==> config.mk <==
export PLATFORM = sky130hd
export DESIGN_NAME = store_buffer_flat
export DESIGN_NICKNAME = d
export VERILOG_FILES = /design/src/rtl/store_buffer_if.sv /design/src/rtl/store_buffer.sv /design/src/flat_wrapper.sv
export SDC_FILE = /design/constraint.sdc
export NUM_CORES = 2
export LEC_CHECK = 0
export CORE_UTILIZATION = 60
export DETAILED_ROUTE_END_ITERATION = 8
export GPL_TIMING_DRIVEN = 0
export PLACE_DENSITY_LB_ADDON = 0.3
export REMOVE_ABC_BUFFERS = 1
export SETUP_SLACK_MARGIN = 0.3
export SYNTH_ARGS = -nofsm -noshare
export SYNTH_HDL_FRONTEND = slang
export SYNTH_SLANG_ARGS = --single-unit
==> constraint.sdc <==
create_clock -name clock -period 54.4 [get_ports clock]
set_clock_uncertainty 0.15 [all_clocks]
set_input_delay 8.16 -clock clock [delete_from_list [all_inputs] [get_ports clock]]
set_output_delay 8.16 -clock clock [all_outputs]
set_load 0.02 [all_outputs]
==> src/rtl/store_buffer_if.sv <==
// store_buffer_if: groups the core store port, core load port and the
// memory port-1 write side of the store buffer into one bundle.
//   store : st_valid, st_type, st_addr, st_data -> st_ready
//   load  : ld_valid, ld_type, ld_addr -> ld_hit, ld_fwd_data, ld_stall
//   memory: mem_read_active -> mem_write_en, mem_storetype, mem_addr, mem_data
//   status: count, empty
// master = core/memory side, slave = the store buffer.
`ifndef BIT_WIDTH
`define BIT_WIDTH 64
`endif
`ifndef MEMORY_BITS
`define MEMORY_BITS 16
`endif
`ifndef STORE_BYTE
`define STORE_BYTE       4'd1
`define STORE_HALFWORD   4'd2
`define STORE_WORD       4'd3
`define STORE_DOUBLEWORD 4'd4
`endif
`ifndef LOAD_BYTE
`define LOAD_BYTE         4'd1
`define LOAD_HALFWORD     4'd2
`define LOAD_WORD         4'd3
`define LOAD_DOUBLEWORD   4'd4
`define LOAD_BYTE_U       4'd5
`define LOAD_HALFWORD_U   4'd6
`endif

interface store_buffer_if #(
  parameter int unsigned PTR_W = 2
);
  logic                  st_valid;
  logic [3:0]            st_type;
  logic [`BIT_WIDTH-1:0] st_addr;
  logic [`BIT_WIDTH-1:0] st_data;
  logic                  st_ready;
  logic                  ld_valid;
  logic [3:0]            ld_type;
  logic [`BIT_WIDTH-1:0] ld_addr;
  logic                  ld_hit;
  logic [`BIT_WIDTH-1:0] ld_fwd_data;
  logic                  ld_stall;
  logic                  mem_read_active;
  logic                  mem_write_en;
  logic [3:0]            mem_storetype;
  logic [`BIT_WIDTH-1:0] mem_addr;
  logic [`BIT_WIDTH-1:0] mem_data;
  logic [PTR_W:0]        count;
  logic                  empty;

  modport master (
    output st_valid, st_type, st_addr, st_data,
    output ld_valid, ld_type, ld_addr, mem_read_active,
    input  st_ready, ld_hit, ld_fwd_data, ld_stall,
    input  mem_write_en, mem_storetype, mem_addr, mem_data, count, empty
  );

  modport slave (
    input  st_valid, st_type, st_addr, st_data,
    input  ld_valid, ld_type, ld_addr, mem_read_active,
    output st_ready, ld_hit, ld_fwd_data, ld_stall,
    output mem_write_en, mem_storetype, mem_addr, mem_data, count, empty
  );
endinterface

==> src/rtl/store_buffer.sv <==
// store_buffer: in-order write-back store queue in front of data memory
// port 1. Drains the oldest entry per cycle when the port is not reading,
// and checks each load against all pending stores (queued + in flight),
// forwarding on an exact-address, large-enough match and stalling otherwise.
// Ports:
//   clock - sole clock (posedge)
//   rst   - asynchronous active-high reset
//   bus   - store_buffer_if.slave (store, load, memory and status signals)
`ifndef BIT_WIDTH
`define BIT_WIDTH 64
`endif
`ifndef MEMORY_BITS
`define MEMORY_BITS 16
`endif
`ifndef STORE_BYTE
`define STORE_BYTE       4'd1
`define STORE_HALFWORD   4'd2
`define STORE_WORD       4'd3
`define STORE_DOUBLEWORD 4'd4
`endif
`ifndef LOAD_BYTE
`define LOAD_BYTE         4'd1
`define LOAD_HALFWORD     4'd2
`define LOAD_WORD         4'd3
`define LOAD_DOUBLEWORD   4'd4
`define LOAD_BYTE_U       4'd5
`define LOAD_HALFWORD_U   4'd6
`endif

module store_buffer #(
  parameter int unsigned DEPTH = 4,
  parameter int unsigned PTR_W = 2
) (
  input logic           clock,
  input logic           rst,
  store_buffer_if.slave bus
);
  localparam int unsigned BW = `BIT_WIDTH;
  localparam int unsigned MB = `MEMORY_BITS;
  localparam int unsigned AW = MB + 1;
  localparam int unsigned CW = PTR_W + 1;

  logic [3:0]    entType [DEPTH];
  logic [BW-1:0] entAddr [DEPTH];
  logic [BW-1:0] entData [DEPTH];
  logic [PTR_W-1:0] head, tail;
  logic [CW-1:0]    cnt;
  logic             memWe;
  logic [3:0]       memType;
  logic [BW-1:0]    memAddr, memData;

  logic doPush, doPop;
  logic hit, stall;
  logic [BW-1:0] fwdData;
  logic unusedLdAddr;

  function automatic logic [3:0] storeSize(input logic [3:0] t);
    case (t)
      `STORE_BYTE:       return 4'd1;
      `STORE_HALFWORD:   return 4'd2;
      `STORE_WORD:       return 4'd4;
      `STORE_DOUBLEWORD: return 4'd8;
      default:           return 4'd0;
    endcase
  endfunction

  function automatic logic [3:0] loadSize(input logic [3:0] t);
    case (t)
      `LOAD_BYTE, `LOAD_BYTE_U:         return 4'd1;
      `LOAD_HALFWORD, `LOAD_HALFWORD_U: return 4'd2;
      `LOAD_WORD:                       return 4'd4;
      `LOAD_DOUBLEWORD:                 return 4'd8;
      default:                          return 4'd0;
    endcase
  endfunction

  // Same extension the memory applies on its read path.
  function automatic logic [BW-1:0] extend(input logic [BW-1:0] d, input logic [3:0] t);
    case (t)
      `LOAD_BYTE:       return {{(BW-8){d[7]}}, d[7:0]};
      `LOAD_HALFWORD:   return {{(BW-16){d[15]}}, d[15:0]};
      `LOAD_WORD:       return {{(BW-32){d[31]}}, d[31:0]};
      `LOAD_DOUBLEWORD: return d;
      `LOAD_BYTE_U:     return {{(BW-8){1'b0}}, d[7:0]};
      `LOAD_HALFWORD_U: return {{(BW-16){1'b0}}, d[15:0]};
      default:          return '0;
    endcase
  endfunction

  // Byte-range intersection on truncated addresses; one extra bit so ends never wrap.
  function automatic logic overlaps(input logic [BW-1:0] ca, input logic [3:0] cs,
                                    input logic [AW-1:0] lLo, input logic [AW-1:0] lHi);
    logic [AW-1:0] cLo, cHi;
    cLo = AW'(ca[MB-1:0]);
    cHi = cLo + AW'(cs);
    return (lLo < cHi) && (cLo < lHi);
  endfunction

  assign bus.st_ready = cnt < CW'(DEPTH);
  assign doPush = bus.st_valid && bus.st_ready && (storeSize(bus.st_type) != 4'd0);
  assign doPop  = (cnt != '0) && !bus.mem_read_active;

  // Queue storage, pointers and the in-flight output stage.
  always_ff @(posedge clock or posedge rst) begin
    if (rst) begin
      head    <= '0;
      tail    <= '0;
      cnt     <= '0;
      memWe   <= 1'b0;
      memType <= '0;
      memAddr <= '0;
      memData <= '0;
      for (int unsigned i = 0; i < DEPTH; i++) begin
        entType[i] <= '0;
        entAddr[i] <= '0;
        entData[i] <= '0;
      end
    end else begin
      if (doPush) begin
        entType[tail] <= bus.st_type;
        entAddr[tail] <= bus.st_addr;
        entData[tail] <= bus.st_data;
        tail          <= tail + 1'b1;
      end
      if (doPop) begin
        memWe   <= 1'b1;
        memType <= entType[head];
        memAddr <= entAddr[head];
        memData <= entData[head];
        head    <= head + 1'b1;
      end else begin
        memWe <= 1'b0;
      end
      cnt <= cnt + CW'(doPush) - CW'(doPop);
    end
  end

  // Load check: scan oldest (in flight) to youngest so the last overlap wins.
  always_comb begin
    logic [3:0]       ldSize;
    logic [AW-1:0]    ldLo, ldHi;
    logic             found;
    logic [3:0]       eType;
    logic [MB-1:0]    eAddr;
    logic [BW-1:0]    eData;
    logic [PTR_W-1:0] idx;
    ldSize  = loadSize(bus.ld_type);
    ldLo    = AW'(bus.ld_addr[MB-1:0]);
    ldHi    = ldLo + AW'(ldSize);
    found   = 1'b0;
    eType   = '0;
    eAddr   = '0;
    eData   = '0;
    idx     = '0;
    hit     = 1'b0;
    stall   = 1'b0;
    fwdData = '0;
    if (memWe && overlaps(memAddr, storeSize(memType), ldLo, ldHi)) begin
      found = 1'b1;
      eType = memType;
      eAddr = memAddr[MB-1:0];
      eData = memData;
    end
    for (int unsigned i = 0; i < DEPTH; i++) begin
      idx = head + PTR_W'(i);
      if ((CW'(i) < cnt) && overlaps(entAddr[idx], storeSize(entType[idx]), ldLo, ldHi)) begin
        found = 1'b1;
        eType = entType[idx];
        eAddr = entAddr[idx][MB-1:0];
        eData = entData[idx];
      end
    end
    if (bus.ld_valid && (ldSize != 4'd0) && found) begin
      if ((eAddr == bus.ld_addr[MB-1:0]) && (storeSize(eType) >= ldSize)) begin
        hit     = 1'b1;
        fwdData = extend(eData, bus.ld_type);
      end else begin
        stall = 1'b1;
      end
    end
  end

  // Address bits above the memory size never take part in the compare.
  assign unusedLdAddr = ^bus.ld_addr[BW-1:MB];

  assign bus.ld_hit        = hit;
  assign bus.ld_stall      = stall;
  assign bus.ld_fwd_data   = fwdData;
  assign bus.mem_write_en  = memWe;
  assign bus.mem_storetype = memType;
  assign bus.mem_addr      = memAddr;
  assign bus.mem_data      = memData;
  assign bus.count         = cnt;
  assign bus.empty         = (cnt == '0) && !memWe;
endmodule

==> src/flat_wrapper.sv <==
// flat-port wrapper written by rule: the top's interface ports become plain ports
module store_buffer_flat 
#(
  parameter int unsigned DEPTH = 4,
  parameter int unsigned PTR_W = 2
)
  (clock, rst, bus_st_valid, bus_st_type, bus_st_addr, bus_st_data, bus_ld_valid, bus_ld_type, bus_ld_addr, bus_mem_read_active, bus_st_ready, bus_ld_hit, bus_ld_fwd_data, bus_ld_stall, bus_mem_write_en, bus_mem_storetype, bus_mem_addr, bus_mem_data, bus_count, bus_empty);
  store_buffer_if #(.PTR_W(PTR_W)) bus_i ();
  input logic clock;
  input logic rst;
  input wire logic [$bits(bus_i.st_valid)-1:0] bus_st_valid;
  input wire logic [$bits(bus_i.st_type)-1:0] bus_st_type;
  input wire logic [$bits(bus_i.st_addr)-1:0] bus_st_addr;
  input wire logic [$bits(bus_i.st_data)-1:0] bus_st_data;
  input wire logic [$bits(bus_i.ld_valid)-1:0] bus_ld_valid;
  input wire logic [$bits(bus_i.ld_type)-1:0] bus_ld_type;
  input wire logic [$bits(bus_i.ld_addr)-1:0] bus_ld_addr;
  input wire logic [$bits(bus_i.mem_read_active)-1:0] bus_mem_read_active;
  output wire logic [$bits(bus_i.st_ready)-1:0] bus_st_ready;
  output wire logic [$bits(bus_i.ld_hit)-1:0] bus_ld_hit;
  output wire logic [$bits(bus_i.ld_fwd_data)-1:0] bus_ld_fwd_data;
  output wire logic [$bits(bus_i.ld_stall)-1:0] bus_ld_stall;
  output wire logic [$bits(bus_i.mem_write_en)-1:0] bus_mem_write_en;
  output wire logic [$bits(bus_i.mem_storetype)-1:0] bus_mem_storetype;
  output wire logic [$bits(bus_i.mem_addr)-1:0] bus_mem_addr;
  output wire logic [$bits(bus_i.mem_data)-1:0] bus_mem_data;
  output wire logic [$bits(bus_i.count)-1:0] bus_count;
  output wire logic [$bits(bus_i.empty)-1:0] bus_empty;
  assign bus_i.st_valid = bus_st_valid;
  assign bus_i.st_type = bus_st_type;
  assign bus_i.st_addr = bus_st_addr;
  assign bus_i.st_data = bus_st_data;
  assign bus_i.ld_valid = bus_ld_valid;
  assign bus_i.ld_type = bus_ld_type;
  assign bus_i.ld_addr = bus_ld_addr;
  assign bus_i.mem_read_active = bus_mem_read_active;
  assign bus_st_ready = bus_i.st_ready;
  assign bus_ld_hit = bus_i.ld_hit;
  assign bus_ld_fwd_data = bus_i.ld_fwd_data;
  assign bus_ld_stall = bus_i.ld_stall;
  assign bus_mem_write_en = bus_i.mem_write_en;
  assign bus_mem_storetype = bus_i.mem_storetype;
  assign bus_mem_addr = bus_i.mem_addr;
  assign bus_mem_data = bus_i.mem_data;
  assign bus_count = bus_i.count;
  assign bus_empty = bus_i.empty;
  store_buffer #(.DEPTH(DEPTH), .PTR_W(PTR_W)) u_core (.clock(clock), .rst(rst), .bus(bus_i));
endmodule
* Yosys cells after proc, flatten, opt, wreduce, memory -nomap -nowiden
Cells that the tools add are included.
** Operators by class
- $add $sub $neg :: 12
- $lt $le $gt $ge :: 22
- Equal/unequal tests :: 35
- Multiplexer cells :: 80
- Bitwise operators :: 5
- Reductions and logical operators :: 26
** Operators with widths (number)
- two-way mux 64 bit :: 18
- binary-select mux 64 bit (select 2 bit) :: 8
- bitwise mux 256 bit :: 2
- case mux 64 bit (6 select lines) :: 1
- two-way mux 16 bit :: 11
- less-than comparator 16 x 17 -> 1 bit :: 10
- demux 64 bit (select 2 bit) :: 1
- case mux 4 bit (4 select lines) :: 8
- adder 16 x 4 -> 17 bit :: 6
- == test 4 x 2 -> 1 bit, second input constant :: 16
- two-way mux 4 bit :: 15
- == test 4 x 3 -> 1 bit, second input constant :: 10
- binary-select mux 4 bit (select 2 bit) :: 4
- == test 4 x 1 -> 1 bit, second input constant :: 8
- logical AND 1 bit :: 18
- bitwise mux 16 bit :: 1
- == test 16 bit :: 1
- greater-or-equal comparator 3 bit, second input constant :: 5
- NOT 2 -> 3 bit :: 5
- two-way mux 1 bit :: 10
- demux 4 bit (select 2 bit) :: 1
- nonzero test 4 bit :: 2
- less-than comparator 1 x 3 -> 1 bit, first input constant :: 2
- less-than comparator 2 x 3 -> 1 bit, first input constant :: 2
- 11 further kinds :: 15
** Word-level totals
- Bits in registers :: 668
- Input port bits :: 205
- Output and inout bits :: 204
- Logic and storage cells :: 199

* Depth between registers and ports, before layout
- Depth after elaboration :: 21
- Depth in mapped cells :: 47
- Depth with buffers taken out :: 35

* Least setup slack after synthesis
OpenSTA, ideal clock, no wires.
- Path kind :: input-to-output
- Start point :: in bus_ld_type[1]
- End point :: out bus_ld_fwd_data[0]
- Data arrival time :: 14300 ps
- Required time :: 46090 ps
- Path slack :: 31790 ps
- Stages :: 30
- Path buffers :: 4
- Path through :: nor4b_1 ha_1 o21a_1 o31a_1 and4_1 xnor2_1 ha_1 a21oi_1 o21ai_0 a21oi_1 o31ai_1 a22oi_1 clkbuf_1 clkbuf_1 clkbuf_1 nand3_1 o211ai_1 o211ai_1 a31oi_1 nand3b_1 ha_1 nand2b_1 a21o_1 a21o_1 a21oi_1 a21oi_1 and4_1 nand4_1 buf_4 a211oi_1
** Between the ends
- Word-level cells in the longest chain between the ends :: 19
- Elaborated cells on any way between the ends :: 60
- Those cells by class :: 1 x add/sub; 6 x order compare; 11 x eq/ne; 26 x mux; 16 x reduce/logical
** RTL lines
- start: declaration :: RTL line flat_wrapper.sv:16 : input wire logic [$bits(bus_i.ld_type)-1:0] bus_ld_type;
- == test 4 x 2 -> 1 bit, or another cell as far along :: RTL line store_buffer.sv:68, store_buffer.sv:79
- OR reduction 2 bit :: RTL line store_buffer.sv:68 : case (t)
- case mux 4 bit (4 select lines) :: RTL line store_buffer.sv:68
- adder 16 x 4 -> 17 bit :: RTL line store_buffer.sv:149 : ldHi = ldLo + AW'(ldSize);
- less-than comparator 16 x 17 -> 1 bit :: RTL line store_buffer.sv:96 : return (lLo < cHi) && (cLo < lHi);
- logical AND 1 bit :: RTL line store_buffer.sv:96
- logical AND 1 bit :: RTL line store_buffer.sv:158 : if (memWe && overlaps(memAddr, storeSize(memType), ldLo, ldHi)) begin
- two-way mux 4 bit :: RTL line store_buffer.sv:158
- two-way mux 4 bit (4 in a row) :: RTL line store_buffer.sv:166 : if ((CW'(i) < cnt) && overlaps(entAddr[idx], storeSize(entType[idx]), ldLo, ldHi)) begin
- == test 4 x 3 -> 1 bit, or another cell as far along :: RTL line store_buffer.sv:58 : case (t)
- case mux 4 bit (4 select lines) :: RTL line store_buffer.sv:58
- two-way mux 4 bit :: RTL line store_buffer.sv:173 : if (bus.ld_valid && (ldSize != 4'd0) && found) begin
- greater-or-equal comparator 4 bit :: RTL line store_buffer.sv:174 : if ((eAddr == bus.ld_addr[MB-1:0]) && (storeSize(eType) >= ldSize)) begin
- logical AND 1 bit :: RTL line store_buffer.sv:174
- two-way mux 64 bit :: RTL line store_buffer.sv:174
- two-way mux 64 bit (*) :: RTL line store_buffer.sv:173
- end: declaration :: RTL line flat_wrapper.sv:21 : output wire logic [$bits(bus_i.ld_fwd_data)-1:0] bus_ld_fwd_data;
Every way passes the cells marked *; elsewhere a longest branch is shown, timed or not. The select of a mux whose other input is x is not followed.

* Final worst setup path
- Start point :: in bus_ld_type[3]
- End point :: out bus_ld_fwd_data[61]
The elaborated chain is that of the path after synthesis.

==> Flow_metrics.wiki <==
{| class="wikitable"
! Metric !! Value
|-
| Outcome || complete, but fails checks
|-
| Failing checks || capacitance limit
|-
| Transition at the pin with the smallest max-transition slack || 1.484 ns
|-
| Antenna violation net count after detailed routing || 0
|-
| Gate count of the mapped netlist || 4,054
|-
| Number of detailed-routing iterations run before antenna repair || 6
|-
| Standard-cell row count || 98
|-
| FF/Latch Area || 0.01672 sq mm
|-
| Worst endpoint data arrival time || 17.92 ns
|-
| Commonest cells after routing, fill and taps aside || 666 x dfrtp_1, 651 x nand2_1, 590 x mux2_2
|-
| Vias after detailed routing || 34,990
|-
| Number of gates resized after cts || 0
|-
| Highest attainable clock frequency || 38.12 MHz
|-
| Placed wire-length estimate || 82,370 um
|-
| Worst hold start || u_core.bus.mem_addr[16]
|-
| Initial core utilization || 0.6094
|-
| Biggest area contributors in the synthesized netlist || dfrtp_1 38%, mux2_2 15%, mux4_2 11%
|-
| CTS buffer count || 75
|-
| Total power || 3.754 mW
|-
| Hold/Removal Path Class || flip-flop to flip-flop
|-
| CP peak stage delay || 0.65 ns
|-
| Origin of the critical flop-to-flop path || u_core.bus.count[2]
|-
| Share of the clock period used by the worst path after layout || 0.4823
|-
| Data required time at the worst endpoint || 46.09 ns
|-
| DRC violation count after routing || 0
|-
| Min Hold Slack || 0.3289 ns
|-
| Global-route met3 utilization || 0.08208
|-
| Layout net count || 4,669
|-
| Busiest grt layer || met2
|-
| Post-synth EDFFs || 0
|-
| Final slew viol count || 0
|-
| Slowest CP cell || clkdlybuf4s50_1
|-
| Leading register cell type out of synthesis || dfrtp_1
|-
| Hold Vio Cnt, Final || 0
|-
| Minimum setup slack in the final design || 28.17 ns
|-
| Post-synthesis sequential area ratio || 0.3824
|-
| TritonCTS clock tree || done
|-
| Net switching component of the power || 1.680 mW
|-
| Switch share || 0.4475
|-
| Wire length of the first global-routing pass || 197,400 um
|-
| Synth cell types || 89
|-
| Cell type with the largest total area after synthesis || dfrtp_1
|-
| Beginning of the critical path || bus_ld_type[3]
|-
| Portion of total power attributed to sequential cells || 0.243
|-
| Weighted congestion at the end of routability-driven global placement || 0.9574
|-
| Starting DRC count in detailed routing || 3,356
|-
| GR met1 Demand/Resource || 0.4385
|-
| Via count of the first global-routing pass || 34,850
|-
| Maximum clock path buffer count || 3
|-
| Start-to-end type of the worst setup path || input pin to output port
|-
| P_leak || 22.71 nW
|-
| Die Wd || 271.9 um
|-
| Routed length per instance || 23.83 um
|-
| Boundary Pins || 409
|-
| Synth-to-layout area growth || 18.07%
|-
| Count of buffers inserted at the top-level ports || 360
|-
| Normalized max-slew margin || 0.009876
|-
| Total routing resource utilization after global routing || 0.3411
|-
| CTS clk-pin slew, worst paths || 0.06 ns
|-
| Fill cells || 5,014
|-
| Maxcap violations || 1
|-
| Total number of clock tree sinks || 668
|-
| CTS H-tree depth || 3
|-
| Area of the core || 0.07173 sq mm
|-
| Fraction of power consumed by the clock network || 0.144
|-
| Maximum fanout encountered on the critical timing path || 75
|-
| Number of post-CTS setup repair buffers || 0
|-
| Commonest non-fill, non-tap cell in the layout || dfrtp_1
|-
| Pre-CTS setup slack || 28.36 ns
|-
| Per-cell via count in the routed design || 6.608
|-
| Fraction of layout cells with a size suffix above 1 || 0.2495
|-
| Type of origin of the critical path || input pin
|-
| Utilization after layout || 0.7196
|-
| DP Cell Count || 5,143
|-
| Pin count of the biggest net entering global routing || 145
|-
| Number of non-filler instances in the completed layout || 5,295
|-
| Clock Latency Late Sink || 0.64 ns
|-
| Async S/R FF share, synth || 1.000
|-
| CP Capture Type || output port
|-
| Global route overflow || 0
|-
| Peak supply drop || 67.53 uV
|-
| Cell internal pwr || 2.074 mW
|-
| Total area of multi-input combinational cells || 0.02560 sq mm
|-
| Total of hold buffers inserted after clock tree synthesis || 0
|-
| Final setup violation count || 0
|-
| Antenna violations before repair || 25
|-
| Crit path time final || 26.23 ns
|-
| Root Driver || clkbuf_16
|-
| Relative contribution of combinational cells to total power || 0.612
|-
| PwrDens || 72.73 mW/mm^2
|-
| Number of warnings printed during yosys synthesis || 0
|-
| Avg Synthesized Cell Area || 10.78 sq um
|-
| Met2 Resource Use GR || 0.5448
|-
| Final routed wirelength across all metal layers || 126,200 um
|-
| Synth Register Bits || 668
|-
| Floorplan die area || 0.07394 sq mm
|-
| Unrepaired setup endpoints after global routing || no
|-
| Die Height || 271.9 um
|-
| Post-synthesis cell area || 0.04371 sq mm
|-
| Proportion of netlist area held by the largest area contributor || 0.3824
|}
==> area by class of cell <==
type | instances | share of cell area
antenna | 13 | 0.0006303
inverter | 61 | 0.004751
sequential | 668 | 0.3240
multi-input combinational | 3037 | 0.4959
timing repair buffer | 428 | 0.1000
clock inverter | 29 | 0.009114
clock buffer | 109 | 0.04252
tap | 950 | 0.02303
==> final timing paths <==
check / slack [ns] / depth (start not counted) / to
max: 28.17 / 38 / bus_ld_fwd_data[61]
min: 0.33 / 2 / u_core.bus.mem_addr[16]
max reg2reg: 50.72 / 5 / u_core.entAddr[188]
min reg2reg: 0.33 / 2 / u_core.bus.mem_addr[16]
max in group asynchronous: 44.44 / 4 / u_core.bus.mem_addr[15]
min in group asynchronous: 7.92 / 2 / u_core.entAddr[176]
==> critical path: cells and delay by family <==
family / cells / cell delay (ns)
simple gates: 10 / 2.13
xor+xnor: 1 / 0.58
buf+inv: 9 / 2.65
fa+ha+maj: 4 / 1.26
compound gates: 14 / 3.07
==> metrics by stage <==
stage	setup TNS [ns]	cell area (sq um)
after global routing	0	51620
after global placement	-60.55	47220
final	0	51620
after floorplan	0	42430
after CTS	0	51560
after detailed placement	0	48900
==> synthesized netlist by cell type, types with 16 or more instances <==
library cell  instances
nand2_1             655
a21oi_2              41
nand4_1              19
a21oi_1             195
a211o_1              22
buf_1                63
o21ai_0             140
mux2i_1             136
clkbuf_1            146
a21o_1               23
nor3_1               34
a311oi_1             61
o311ai_0             33
dfrtp_1             668
mux2_2              590
a211oi_1             31
inv_1                56
xor2_1               42
mux4_2              207
ha_1                186
nor2_1              200
nor2b_1              21
a31oi_1              18
nand3_1             104
o211ai_1             19
buf_2                57
xnor2_1              54
nand2b_1             16
==> per-layer routing <==
layer | vias up | share of wire
met4 | 24 | 0.044
met2 | 1528 | 0.47
li1 | 15420 | -
met1 | 17640 | 0.39
met3 | 374 | 0.092
met5 | - | 0.0013
==> logic make-up (layout without fill, tap and decap cells) <==
| logic type | after synthesis | count (layout) | share of synthesized area |
|---|---|---|---|
| muxes | 936 | 936 | 0.2911 |
| AOI/OAI and AO/OA | 668 | 668 | 0.1032 |
| xor gates and xnor gates | 96 | 96 | 0.01923 |
| buffers and inverters | 349 | 627 | 0.03472 |
| other | 0 | 13 | 0 |
| and+or+nand+nor | 1144 | 1144 | 0.1129 |
| adders and majority gates | 193 | 193 | 0.05644 |
| DFF | 668 | 668 | 0.3824 |
==> sequential cells by signal (all words and copies together) (netlist names) <==
signal and cells:
u_core.entAddr 256, u_core.entData 256, u_core.bus.mem_addr 64, u_core.bus.mem_data 64, u_core.entType 16, u_core.bus.mem_storetype 4
u_core.bus.count 3, u_core.head 2, u_core.tail 2, u_core.bus.mem_write_en 1
==> power groups by stage <==
| stage | Combinational, mW | Clock [mW] | Sequential, mW |
|---|---|---|---|
| after CTS | 2.26 | 0.549 | 0.906 |
| after global routing | 2.48 | 0.568 | 0.942 |
| after global placement | 2.37 | 0 | 1.01 |
| final | 2.30 | 0.541 | 0.914 |
| after floorplan | 1.71 | 0 | 0.984 |
| after detailed placement | 2.24 | 0 | 0.911 |
(Power assumes the default switching activity.)
